==> src/rtl/hazard_scoreboard_pkg.sv <==
// Shared encodings for the hazard scoreboard: pipeline stage indices and
// the forward-select code, where 0 means "read the register file".
package hazard_scoreboard_pkg;

    localparam int STG_EX  = 0;
    localparam int STG_MEM = 1;
    localparam int STG_WB  = 2;

    localparam int FWD_RF  = 0;
    localparam int CNT_W   = 16;

    // A hit in stage k is reported as k+1 so that zero stays free for the register file.
    function automatic int fwd_code(input int stage);
        return stage + 1;
    endfunction

endpackage

==> src/rtl/hazard_match.sv <==
// Per-read-port priority match against the tracked stages; purely combinational.
// The youngest (lowest-index) valid producer of the source register wins.
module hazard_match
    import hazard_scoreboard_pkg::*;
#(
    parameter int RB         = 5,
    parameter int DEPTH      = 3,
    parameter int LOAD_STAGE = 1,
    parameter int SB         = 2
) (
    input  logic [RB-1:0]       rs_i,
    input  logic                used_i,
    input  logic [DEPTH-1:0]    valid_i,
    input  logic [DEPTH*RB-1:0] rd_i,
    input  logic [DEPTH-1:0]    load_i,
    output logic [SB-1:0]       sel_o,
    output logic                load_hit_o
);

    // Scan oldest to youngest so the last assignment is the youngest hit.
    always_comb begin
        sel_o      = SB'(FWD_RF);
        load_hit_o = 1'b0;
        if (used_i && (rs_i != '0)) begin
            for (int k = DEPTH - 1; k >= 0; k--) begin
                if (valid_i[k] && (rd_i[k*RB +: RB] == rs_i)) begin
                    sel_o      = SB'(fwd_code(k));
                    load_hit_o = load_i[k] && (k < LOAD_STAGE);
                end
            end
        end
    end

endmodule

==> src/rtl/hazard_scoreboard.sv <==
// Tracks in-flight register writers, drives forward selects and load-use stall
// combinationally from state; stall suppresses issue, flush overrides stall.
module hazard_scoreboard
    import hazard_scoreboard_pkg::*;
#(
    parameter  int RB         = 5,
    parameter  int DEPTH      = 3,
    parameter  int NPORT      = 2,
    parameter  int LOAD_STAGE = 1,
    parameter  int FLUSH_N    = 1,
    localparam int SB         = $clog2(DEPTH + 1)
) (
    input  logic                clk,
    input  logic                rst,
    input  logic                issue_valid,
    input  logic [RB-1:0]       issue_rd,
    input  logic                issue_regw,
    input  logic                issue_load,
    input  logic [NPORT*RB-1:0] rs_in,
    input  logic [NPORT-1:0]    rs_used,
    input  logic                flush,
    output logic                stall,
    output logic [NPORT*SB-1:0] fwd_sel,
    output logic [CNT_W-1:0]    stall_cnt
);

    logic [DEPTH-1:0]    valid_q, valid_d;
    logic [DEPTH-1:0]    load_q, load_d;
    logic [DEPTH*RB-1:0] rd_q, rd_d;
    logic [CNT_W-1:0]    stall_cnt_q, stall_cnt_d;
    logic [NPORT-1:0]    load_hit;
    logic                issue_trk;

    for (genvar p = 0; p < NPORT; p++) begin : g_port
        hazard_match #(
            .RB         (RB),
            .DEPTH      (DEPTH),
            .LOAD_STAGE (LOAD_STAGE),
            .SB         (SB)
        ) u_match (
            .rs_i       (rs_in[p*RB +: RB]),
            .used_i     (rs_used[p]),
            .valid_i    (valid_q),
            .rd_i       (rd_q),
            .load_i     (load_q),
            .sel_o      (fwd_sel[p*SB +: SB]),
            .load_hit_o (load_hit[p])
        );
    end

    assign stall     = ~flush & (|load_hit);
    assign issue_trk = issue_valid & issue_regw & (issue_rd != '0) & ~stall & ~flush;
    assign stall_cnt = stall_cnt_q;

    // A stalled or flushed decode slot enters EX as a bubble; the rest shift regardless.
    always_comb begin
        valid_d = '0;
        load_d  = '0;
        rd_d    = '0;
        valid_d[STG_EX]            = issue_trk;
        load_d[STG_EX]             = issue_trk & issue_load;
        rd_d[STG_EX*RB +: RB]      = issue_trk ? issue_rd : '0;
        for (int k = 1; k < DEPTH; k++) begin
            valid_d[k]       = valid_q[k-1];
            load_d[k]        = load_q[k-1];
            rd_d[k*RB +: RB] = rd_q[(k-1)*RB +: RB];
        end
        if (flush) begin
            for (int k = 0; k < DEPTH; k++) begin
                if (k < FLUSH_N) begin
                    valid_d[k] = 1'b0;
                end
            end
        end
    end

    always_comb begin
        stall_cnt_d = stall_cnt_q;
        if (stall && (stall_cnt_q != {CNT_W{1'b1}})) begin
            stall_cnt_d = stall_cnt_q + 1'b1;
        end
    end

    always_ff @(posedge clk or negedge rst) begin
        if (!rst) begin
            valid_q     <= '0;
            load_q      <= '0;
            rd_q        <= '0;
            stall_cnt_q <= '0;
        end else begin
            valid_q     <= valid_d;
            load_q      <= load_d;
            rd_q        <= rd_d;
            stall_cnt_q <= stall_cnt_d;
        end
    end

endmodule
==> config.mk <==
export PLATFORM = sky130hd
export DESIGN_NAME = hazard_scoreboard
export DESIGN_NICKNAME = d
export VERILOG_FILES = /design/src/rtl/hazard_scoreboard_pkg.sv /design/src/rtl/hazard_match.sv /design/src/rtl/hazard_scoreboard.sv
export SDC_FILE = /design/constraint.sdc
export NUM_CORES = 1
export LEC_CHECK = 0
export BUFFER_PORTS_ARGS = -buffer_cell sky130_fd_sc_hd__buf_4
export CAP_MARGIN = 20
export CORE_MARGIN = 2
export CORE_UTILIZATION = 56
export CTS_CLUSTER_DIAMETER = 200
export DETAILED_ROUTE_END_ITERATION = 8
export GPL_ROUTABILITY_DRIVEN = 0
export PLACE_DENSITY = 0.93
export SYNTH_ARGS = -nofsm -noshare
export SYNTH_HDL_FRONTEND = slang
export SYNTH_SLANG_ARGS = --single-unit
==> constraint.sdc <==
create_clock -name clk -period 3.4 [get_ports clk]
set_input_delay 0.17 -clock clk [delete_from_list [all_inputs] [get_ports clk]]
set_output_delay 0.17 -clock clk [all_outputs]
set_load 0.01 [all_outputs]
# Word level (Yosys, flattened, before mapping)
# Index checks and enable logic that the tools add are counted.
dict set report classes {
  n_eq_ne 7
  bitwise_logic 8
  add_sub_neg 1
  reduce_logical 13
  mux 14
}
# cell n
set ops {}
lappend ops {{5-bit == test} 6}
lappend ops {{16-bit by 1-bit adder with 16-bit output, second input constant} 1}
lappend ops {{2-bit two-way mux} 8}
lappend ops {{16-bit inequality test, second input constant} 1}
lappend ops {{5-bit nonzero test} 3}
lappend ops {{1-bit logical AND} 9}
lappend ops {{1-bit bitwise AND} 6}
lappend ops {{1-bit two-way mux} 5}
lappend ops {{5-bit two-way mux} 1}
lappend ops {{1-bit inverter} 2}
lappend ops {{2-bit OR reduction} 1}
dict set report totals {
  out_inout_bits 21
  register_bits 35
  inputBits 23
  elab_cells 47
}

# Logic depth before layout (Yosys ltp)
# Gate-level depths: netlist of the first run.
dict set report depth {
  word_depth 10
  mapped_depth 7
  mapped_depth_nobuf 6
}

# Hierarchy
# Synthesis of the first run repeated with hierarchy kept, for this count alone.
dict set report unflattened {
  cells_unflattened 160
  hier_area_um2 1853.0
}
# module seq_area_each_um2 area_per_inst_um2 cells_per_inst n_inst
set modules_own_cells {}
lappend modules_own_cells {hazard_scoreboard 925.9 1425.1 102 1}
lappend modules_own_cells {hazard_match 0.0 214.0 29 2}

# Least setup slack after synthesis of the first run
# OpenSTA, ideal clock, no wires.
dict set report synth_path {
  kind {register -> register}
  from {register rd_q[2]}
  to {register stall_cnt_q[5] (netlist: stall_cnt[5])}
  synth_period_minus_slack_ns 2.136
  required_ns 3.273
  arrival_time_ns 2.010
  setup_ns 0.127
  path_stages_with_launch 8
  path_buffers 1
  slack_ns 1.264
  cell_sequence {dfrtp_1 > xor2_1 > nor4_4 > nand4b_2 > and2_4 > buf_6 > or4b_4 > xnor2_2}
}
dict set report synth_via {
  elab_chain_len 7
  word_cells_on_any_way 11
  cone_classes {2 x eq/ne; 4 x mux; 1 x bitwise; 4 x reduce/logical}
}
# element line_no
set synth_lines {}
lappend synth_lines {{from (decl)} hazard_scoreboard.sv:29} ;# logic [DEPTH*RB-1:0] rd_q, rd_d;
lappend synth_lines {{from (signal assigned)} hazard_scoreboard.sv:93} ;# rd_q <= rd_d;
lappend synth_lines {{5-bit == test} hazard_match.sv:26} ;# if (valid_i[k] && (rd_i[k*RB +: RB] == rs_i)) begin
lappend synth_lines {{1-bit logical AND} hazard_match.sv:26}
lappend synth_lines {{1-bit two-way mux} hazard_match.sv:26}
lappend synth_lines {{1-bit two-way mux} hazard_match.sv:24} ;# if (used_i && (rs_i != '0)) begin
lappend synth_lines {{2-bit OR reduction *} hazard_scoreboard.sv:51} ;# assign stall = ~flush & (|load_hit);
lappend synth_lines {{1-bit bitwise AND *} hazard_scoreboard.sv:51}
lappend synth_lines {{1-bit logical AND *} hazard_scoreboard.sv:79} ;# if (stall && (stall_cnt_q != {CNT_W{1'b1}})) begin
lappend synth_lines {{to (signal assigned)} hazard_scoreboard.sv:94} ;# stall_cnt_q <= stall_cnt_d;
lappend synth_lines {{to (decl)} hazard_scoreboard.sv:30} ;# logic [CNT_W-1:0] stall_cnt_q, stall_cnt_d;
# Every way passes the cells marked *; elsewhere a longest branch is shown, timed or not.
# A chain may end at the register's enable or synchronous reset.

# Final worst setup path of the first run
# Same ends and word-level chain as after synthesis.

==> results of run 1 <==
-- worst max-delay path: cells and delay by family (launching register included) --
family	cells	cell delay (ps)
xor+xnor	2	340
flops	1	420
simple gates	4	1360
-- path summary, 6_finish.rpt --
kind	cells past startpoint	start	end	slack (ps)
setup / recovery	6	rd_q[2]$_DFF_PN0_	stall_cnt[5]$_DFFE_PN0P_	1180
hold / removal	2	issue_load	load_q[0]$_DFF_PN0_	30
setup reg to reg	6	rd_q[2]$_DFF_PN0_	stall_cnt[5]$_DFFE_PN0P_	1180
hold reg to reg	0	rd_q[1]$_DFF_PN0_	rd_q[6]$_DFF_PN0_	440
max in group asynchronous	2	rst	stall_cnt[7]$_DFFE_PN0P_	2800
min in group asynchronous	2	rst	rd_q[9]$_DFF_PN0_	290
-- placed cells by master (no fill, tap or decap), types with 3 or more instances in the layout --
cell / n
and2_1: 7
xor2_1: 29
nor4_1: 5
nand3_1: 8
clkbuf_4: 5
dfrtp_1: 35
nor3_1: 4
nand4_1: 6
buf_4: 43
o21ai_0: 6
and3_1: 3
nor2_1: 4
or4_1: 3
xnor2_1: 13
nand2_1: 9
-- flip-flops by register name, summed over array words and instances (netlist names) --
name / cells
rd_q: 15
valid_q: 3
load_q: 1
stall_cnt: 16
-- kinds of logic (layout without fill, tap and decap cells) --
kind of cell | after synthesis | count (layout) | synth area share [%]
fa+ha+maj | 1 | 1 | 0.697
xor+xnor | 43 | 43 | 21.4
flops | 35 | 35 | 48.8
mux | 3 | 3 | 2.09
buf+inv | 1 | 52 | 0.628
simple gates | 59 | 59 | 21.3
compound gates | 14 | 14 | 5.09
-- layout make-up --
type | count | area share [%]
Clock buffer | 7 | 2.03
Tap cell | 44 | 2.48
Clock inverter | 1 | 0.225
Sequential cell | 35 | 39.4
Multi-Input combinational cell | 120 | 40.8
Timing Repair Buffer | 44 | 15.0
-- routing by layer --
layer	global-route usage (%)	up-vias	wire, um
li1	-	657	-
met5	0	-	0
met4	11.2	0	85
met3	6.82	10	239
met1	30.6	669	1630
met2	38.6	53	1930
-- power by group --
part           total, mW  internal [mW]  switching [mW]
registers          0.429          0.422         0.00679
clock network      0.218         0.0805           0.138
logic             0.0757         0.0353          0.0404
-- timing repair --
item / in CTS / in global routing
hold buffers: 1 / 0
endpoints found under the hold margin: 35 / 0
setup buffers: 0 / 0
-- per-stage QoR --
step	power, mW	std cells	hold WS, ps
after floorplan	0.468	156	-126
after global placement	0.507	242	135
after detailed placement	0.512	242	141
after CTS	0.730	251	11.7
after global routing	0.755	251	21.2
final	0.723	251	25.7
==> impl_metrics.yaml, run 1 <==
placed_design:
  place_area_um2: 2160
  place_ws_ps: 1190
  placement.io_buffers: 43
  dpl.hpwl_um: 3090
setup_path:
  worstPathRequired_ps: 3640
  endpoint_kind: "register"
  slowest_stage: "or4b_4"
  crit_arrival_ps: 2460
  crit_type: "register to register"
  critPathLaunchType: "register"
  worstPathMaxFanout: 7
  slowest_delay_ps: 550
  cp_cell_sequence: "xor2_1 > nor4_4 > nand4b_1 > and2_4 > or4b_4 > xnor2_2"
route:
  vias_per_cell: 5.53
  wl_per_cell_um: 15.5
  drt_drc_violations_left: 0
  wl_um: 3890
  drt-initial-drc-count: 48
  vias: 1389
  ant_nets: 0
  dr.pass1.iters: 4
sta:
  maxSlewHeadroom_pct: 53.4
  fmax_mhz: 451
  slew_viol_final: 0
  rsz0062_at_grt: "false"
  fin_crit_sh_pct: 65.3
  fin_skew_ps: 8.94
  finalHoldViolations: 0
  worst_slew_pin_slew_ps: 690
  fin_crit_ps: 2220
  finalSetupViolations: 0
  tns_ps: 0
  postLayoutSetupSlackWorst_ps: 1180
floorplanning:
  initial_core_util_pct: 58.8
  pin_count: 44
  die_height_um: 60.6
  dieArea_um2: 3670
  num_rows: 20
  die_w_um: 60.6
  coreArea_um2: 3050
global_route:
  grt_overflow_total: 0
  grt_util_all_layers_pct: 24.1
  grt_pass1_vias: 1389
  grt_antenna_before_repair: 0
  grt_max_degree: 36
  grt_pass1_wl_um: 6270
cells_and_area:
  utilization_pct: 72.7
  drive_gt1_share_pct: 29.5
  multi_input_area_um2: 907
  fillCellCount: 238
  design_area_um2: 2220
  register_area_um2: 876
  num_antenna_cells: 0
  fin_nets: 230
  syn2layout_area_growth_pct: 23.8
power:
  p_per_area_nw_per_um2: 325
  p_leak_nw: 1.11
  peakVddDrop_mv: 0.216
synthesis:
  yosys-top-cells-count: "35 x dfrtp_1, 29 x xor2_1, 13 x xnor2_1, 9 x nand2_1, 8 x nand3_1"
  yosys_warnings: 0
  synth_cell_type_count: 33
  synth_edf_count: 0
  syn_inst: 156
  synth.net_count: 180
  synth_top_area_cell: "dfrtp_1"
  netlist_area_um2: 1790
  syn_area_per_cell_um2: 11.5
  synth_top_area_share_pct: 48.8
  synth-seq-cells: 35
  seq_area_frac_synth_pct: 48.8
  synthTopCellsByArea: "dfrtp_1 49%, xor2_1 14%, xnor2_1 6.3%"
  synth.most_common_cell: "dfrtp_1"
  async_flop_share_pct: 100
  ys.flop_type: "dfrtp_1"
clocking:
  clock-sinks: 35
  cts.clk_slew.worst_paths_ps: 100
  worstSkewPairLatency_ps: 350
  cts_tree: "yes"
  clock_path_buffers: 2
  cts_root_buf: "clkbuf_4"
  cts_resized: 0
  htreeDepth: 2
  cts_buffers: 5
flow_run:
  drv_cap: 0
status:
  status: "completed"
worst_hold_path:
  hold_path.class: "input port to register"
(Power assumes the default switching activity.)
==> run 2, diff against run 1 <==
--- a/config.mk
+++ b/config.mk
@@ -5,14 +5,15 @@
 export SDC_FILE = /design/constraint.sdc
 export NUM_CORES = 1
 export LEC_CHECK = 0
+export ABC_AREA = 1
 export BUFFER_PORTS_ARGS = -buffer_cell sky130_fd_sc_hd__buf_4
 export CAP_MARGIN = 20
 export CORE_MARGIN = 2
-export CORE_UTILIZATION = 56
+export CORE_UTILIZATION = 49
 export CTS_CLUSTER_DIAMETER = 200
 export DETAILED_ROUTE_END_ITERATION = 8
 export GPL_ROUTABILITY_DRIVEN = 0
-export PLACE_DENSITY = 0.93
+export PLACE_DENSITY = 0.85
 export SYNTH_ARGS = -nofsm -noshare
 export SYNTH_HDL_FRONTEND = slang
 export SYNTH_SLANG_ARGS = --single-unit
==> constraint.sdc (replaced) <==
create_clock -name clk -period 1.9 [get_ports clk]
set_input_delay 0.095 -clock clk [delete_from_list [all_inputs] [get_ports clk]]
set_output_delay 0.095 -clock clk [all_outputs]
set_load 0.01 [all_outputs]
==> run 2 against run 1 <==
  * Worst setup slack worse by 1100 ps
  * First-iteration DRC count grew to 4.0 times the previous value
  * Utilization is 11 points lower
  * Via count is 55% higher
  * Clock power is 150% higher
  * Worst hold slack better by 8.2 ps
  * Critical path type is now register to output pin
  * Critical endpoint is now stall
  * Largest cell class unchanged
==> impl_metrics.yaml, run 2 <==
cells_and_area:
  final_cells: 403
  drive_gt1_share_pct: 19.7
  largest_reg_flops: 16
  num_antenna_cells: 0
  fin_nets: 375
  final_cell_mix: "99 x nand2_1, 46 x buf_4, 40 x inv_1"
  final_common_cell: "nand2_1"
  syn2layout_area_growth_pct: 23.8
route:
  drt-initial-drc-count: 191
  vias: 2151
  wl_um: 5220
  vias_per_cell: 5.34
  dr.pass1.iters: 5
  drt_drc_violations_left: 0
  wl_per_cell_um: 13.0
  ant_nets: 0
sta:
  finalSetupViolations: 0
  rsz0062_at_grt: "true"
  fmax_mhz: 552
  fin_skew_ps: 9.74
  slew_viol_final: 0
  fin_crit_sh_pct: 95.3
  maxSlewHeadroom_pct: 69.4
  worst_slew_pin_slew_ps: 459
  fin_crit_ps: 1810
  finalHoldViolations: 0
power:
  p_per_area_nw_per_um2: 545
  p_leak_nw: 1.39
  peakVddDrop_mv: 0.449
  p_total_mw: 1.45
synthesis:
  synthTopCellsByArea: "dfrtp_1 41%, nand2_1 17%, inv_1 7.0%"
  syn_area_per_cell_um2: 7.18
  yosys_warnings: 0
  synth_top_area_share_pct: 40.7
  async_flop_share_pct: 100
  syn_inst: 300
  yosys-top-cells-count: "99 x nand2_1, 40 x inv_1, 35 x dfrtp_1, 31 x nor2_1, 20 x nand4_1"
  netlist_area_um2: 2150
  synth_top_area_cell: "dfrtp_1"
  ys.flop_type: "dfrtp_1"
  synth.most_common_cell: "nand2_1"
  synth_cell_type_count: 27
  synth_edf_count: 0
  synth-seq-cells: 35
  synth.net_count: 324
  seq_area_frac_synth_pct: 40.7
floorplanning:
  coreArea_um2: 4290
  num_rows: 24
  initial_core_util_pct: 50.2
  die_height_um: 70.3
  pin_count: 44
  dieArea_um2: 4940
  die_w_um: 70.3
setup_path:
  rrSetupSlack_ps: 150
  slowest_delay_ps: 420
  worstPathMaxFanout: 19
  slowest_stage: "dfrtp_1"
  crit_type: "register to output pin"
  crit_arrival_ps: 1720
  worstPathRequired_ps: 1800
  cp_cell_sequence: "nand2_1 > o21ai_0 > nor2_1 > nand3_2 > nand2_8 > nand2_1 > inv_1 > buf_4"
  crit_top_cell: "nand2_1"
  endpoint_kind: "output pin"
  crit_family: "simple AND/OR/NAND/NOR gates"
  critPathBufInv: 2
  critPathLaunchType: "register"
placed_design:
  placement.io_buffers: 43
  dpl.hpwl_um: 3780
  dp.cells: 392
clocking:
  cts.clk_slew.worst_paths_ps: 60
  clock_path_buffers: 2
  cts_root_buf: "clkbuf_8"
  worstSkewPairLatency_ps: 290
  clock-sinks: 35
  htreeDepth: 2
  cts_tree: "yes"
  cts_buffers: 5
global_route:
  grt_pass1_wl_um: 8650
  grt_max_degree: 36
  grt_pass1_vias: 1902
  grt_antenna_before_repair: 0
  grt_util_all_layers_pct: 22.0
  grt_overflow_total: 0
worst_hold_path:
  hold_path.class: "input port to register"
flow_run:
  drv_cap: 0
status:
  status: "completed"
-- run 2: cell types whose count changed after synthesis, sizes merged, moves of 4 or more --
cell   previous run  this run
nor2              4        35
nand3             8        19
o22ai             0         4
inv               0        44
xor2             29         6
nor3              4         0
a21oi             2        10
xnor2            14        10
nor4              7         0
and2              8         0
nand4             6        21
nand2             9       100
-- run 2: report_power, final --
part / switching, mW / leakage, nW / internal, mW / total, mW
sequential: 0.00987 / 0.484 / 0.756 / 0.766
combinational: 0.0828 / 0.863 / 0.0609 / 0.144
clock: 0.259 / 0.0470 / 0.284 / 0.543
total: 0.351 / 1.39 / 1.10 / 1.45
-- run 2: timing repair --
item / in CTS / in global routing
buffers inserted: 0 / 3
hold endpoints to repair: 35 / 0
hold buffers: 1 / 0
setup endpoints to repair: 0 / 17
resized for setup: 0 / 2
-- run 2: kinds of logic (layout without fill, tap and decap cells) --
| group | Yosys count | in the layout | share of synthesized area (%) |
|---|---|---|---|
| adder cells (fa/ha/maj) | 1 | 1 | 0.581 |
| buffers and inverters | 48 | 99 | 8.94 |
| AO/OA/AOI/OAI | 23 | 23 | 5.87 |
| AND/OR/NAND/NOR | 177 | 177 | 37.5 |
| flip-flops | 35 | 35 | 40.7 |
| XOR/XNOR | 16 | 16 | 6.50 |
-- run 2: area by class of cell --
cell class	instances	area [um2]
Fill cell	373	1630
Multi-Input combinational cell	217	1100
Sequential cell	35	876
Timing Repair Buffer	48	375
Inverter	44	165
Clock buffer	6	82.6
Tap cell	52	65.1
Clock inverter	1	5.00
-- run 2: through the flow --
step           setup slack [ps]  hold WS (ps)  TNS (ps)  area, um2  utilization (%)
4_1_cts                    63.1          25.2         0       2620             61.0
5_1_grt                   -53.9          31.2     -53.9       2670             62.1
3_3_place_gp                198          66.9         0       2520             58.7
6_report                   89.2          33.9         0       2670             62.1
3_5_place_dp                119          73.7         0       2520             58.7
2_1_floorplan               304          -201         0       2150                -
-- run 2: final timing paths --
kind,from,endpoint,depth (start not counted)
min in group asynchronous,rst,rd_q[12]$_DFF_PN0_,2
min reg2reg,valid_q[0]$_DFF_PN0_,valid_q[1]$_DFF_PN0_,0
max reg2reg,stall_cnt[0]$_DFFE_PN0P_,stall_cnt[0]$_DFFE_PN0P_,7
max,rd_q[1]$_DFF_PN0_,stall,8
max in group asynchronous,rst,valid_q[0]$_DFF_PN0_,2
min,issue_load,load_q[0]$_DFF_PN0_,3
-- run 2: routing by layer --
metal	part of all wire (%)	vias up	wire length [um]	GRT usage [%]
met5	0	-	0	0
met4	2.2	0	116	10.7
met3	6.6	8	343	4.33
met2	47	104	2460	32.5
met1	44	977	2310	30.7
li1	-	1062	-	-
-- run 2: worst min-delay path, cell delays in order --
cell and delay [ps]:
buf_4 110, inv_1 40, nor2_1 40
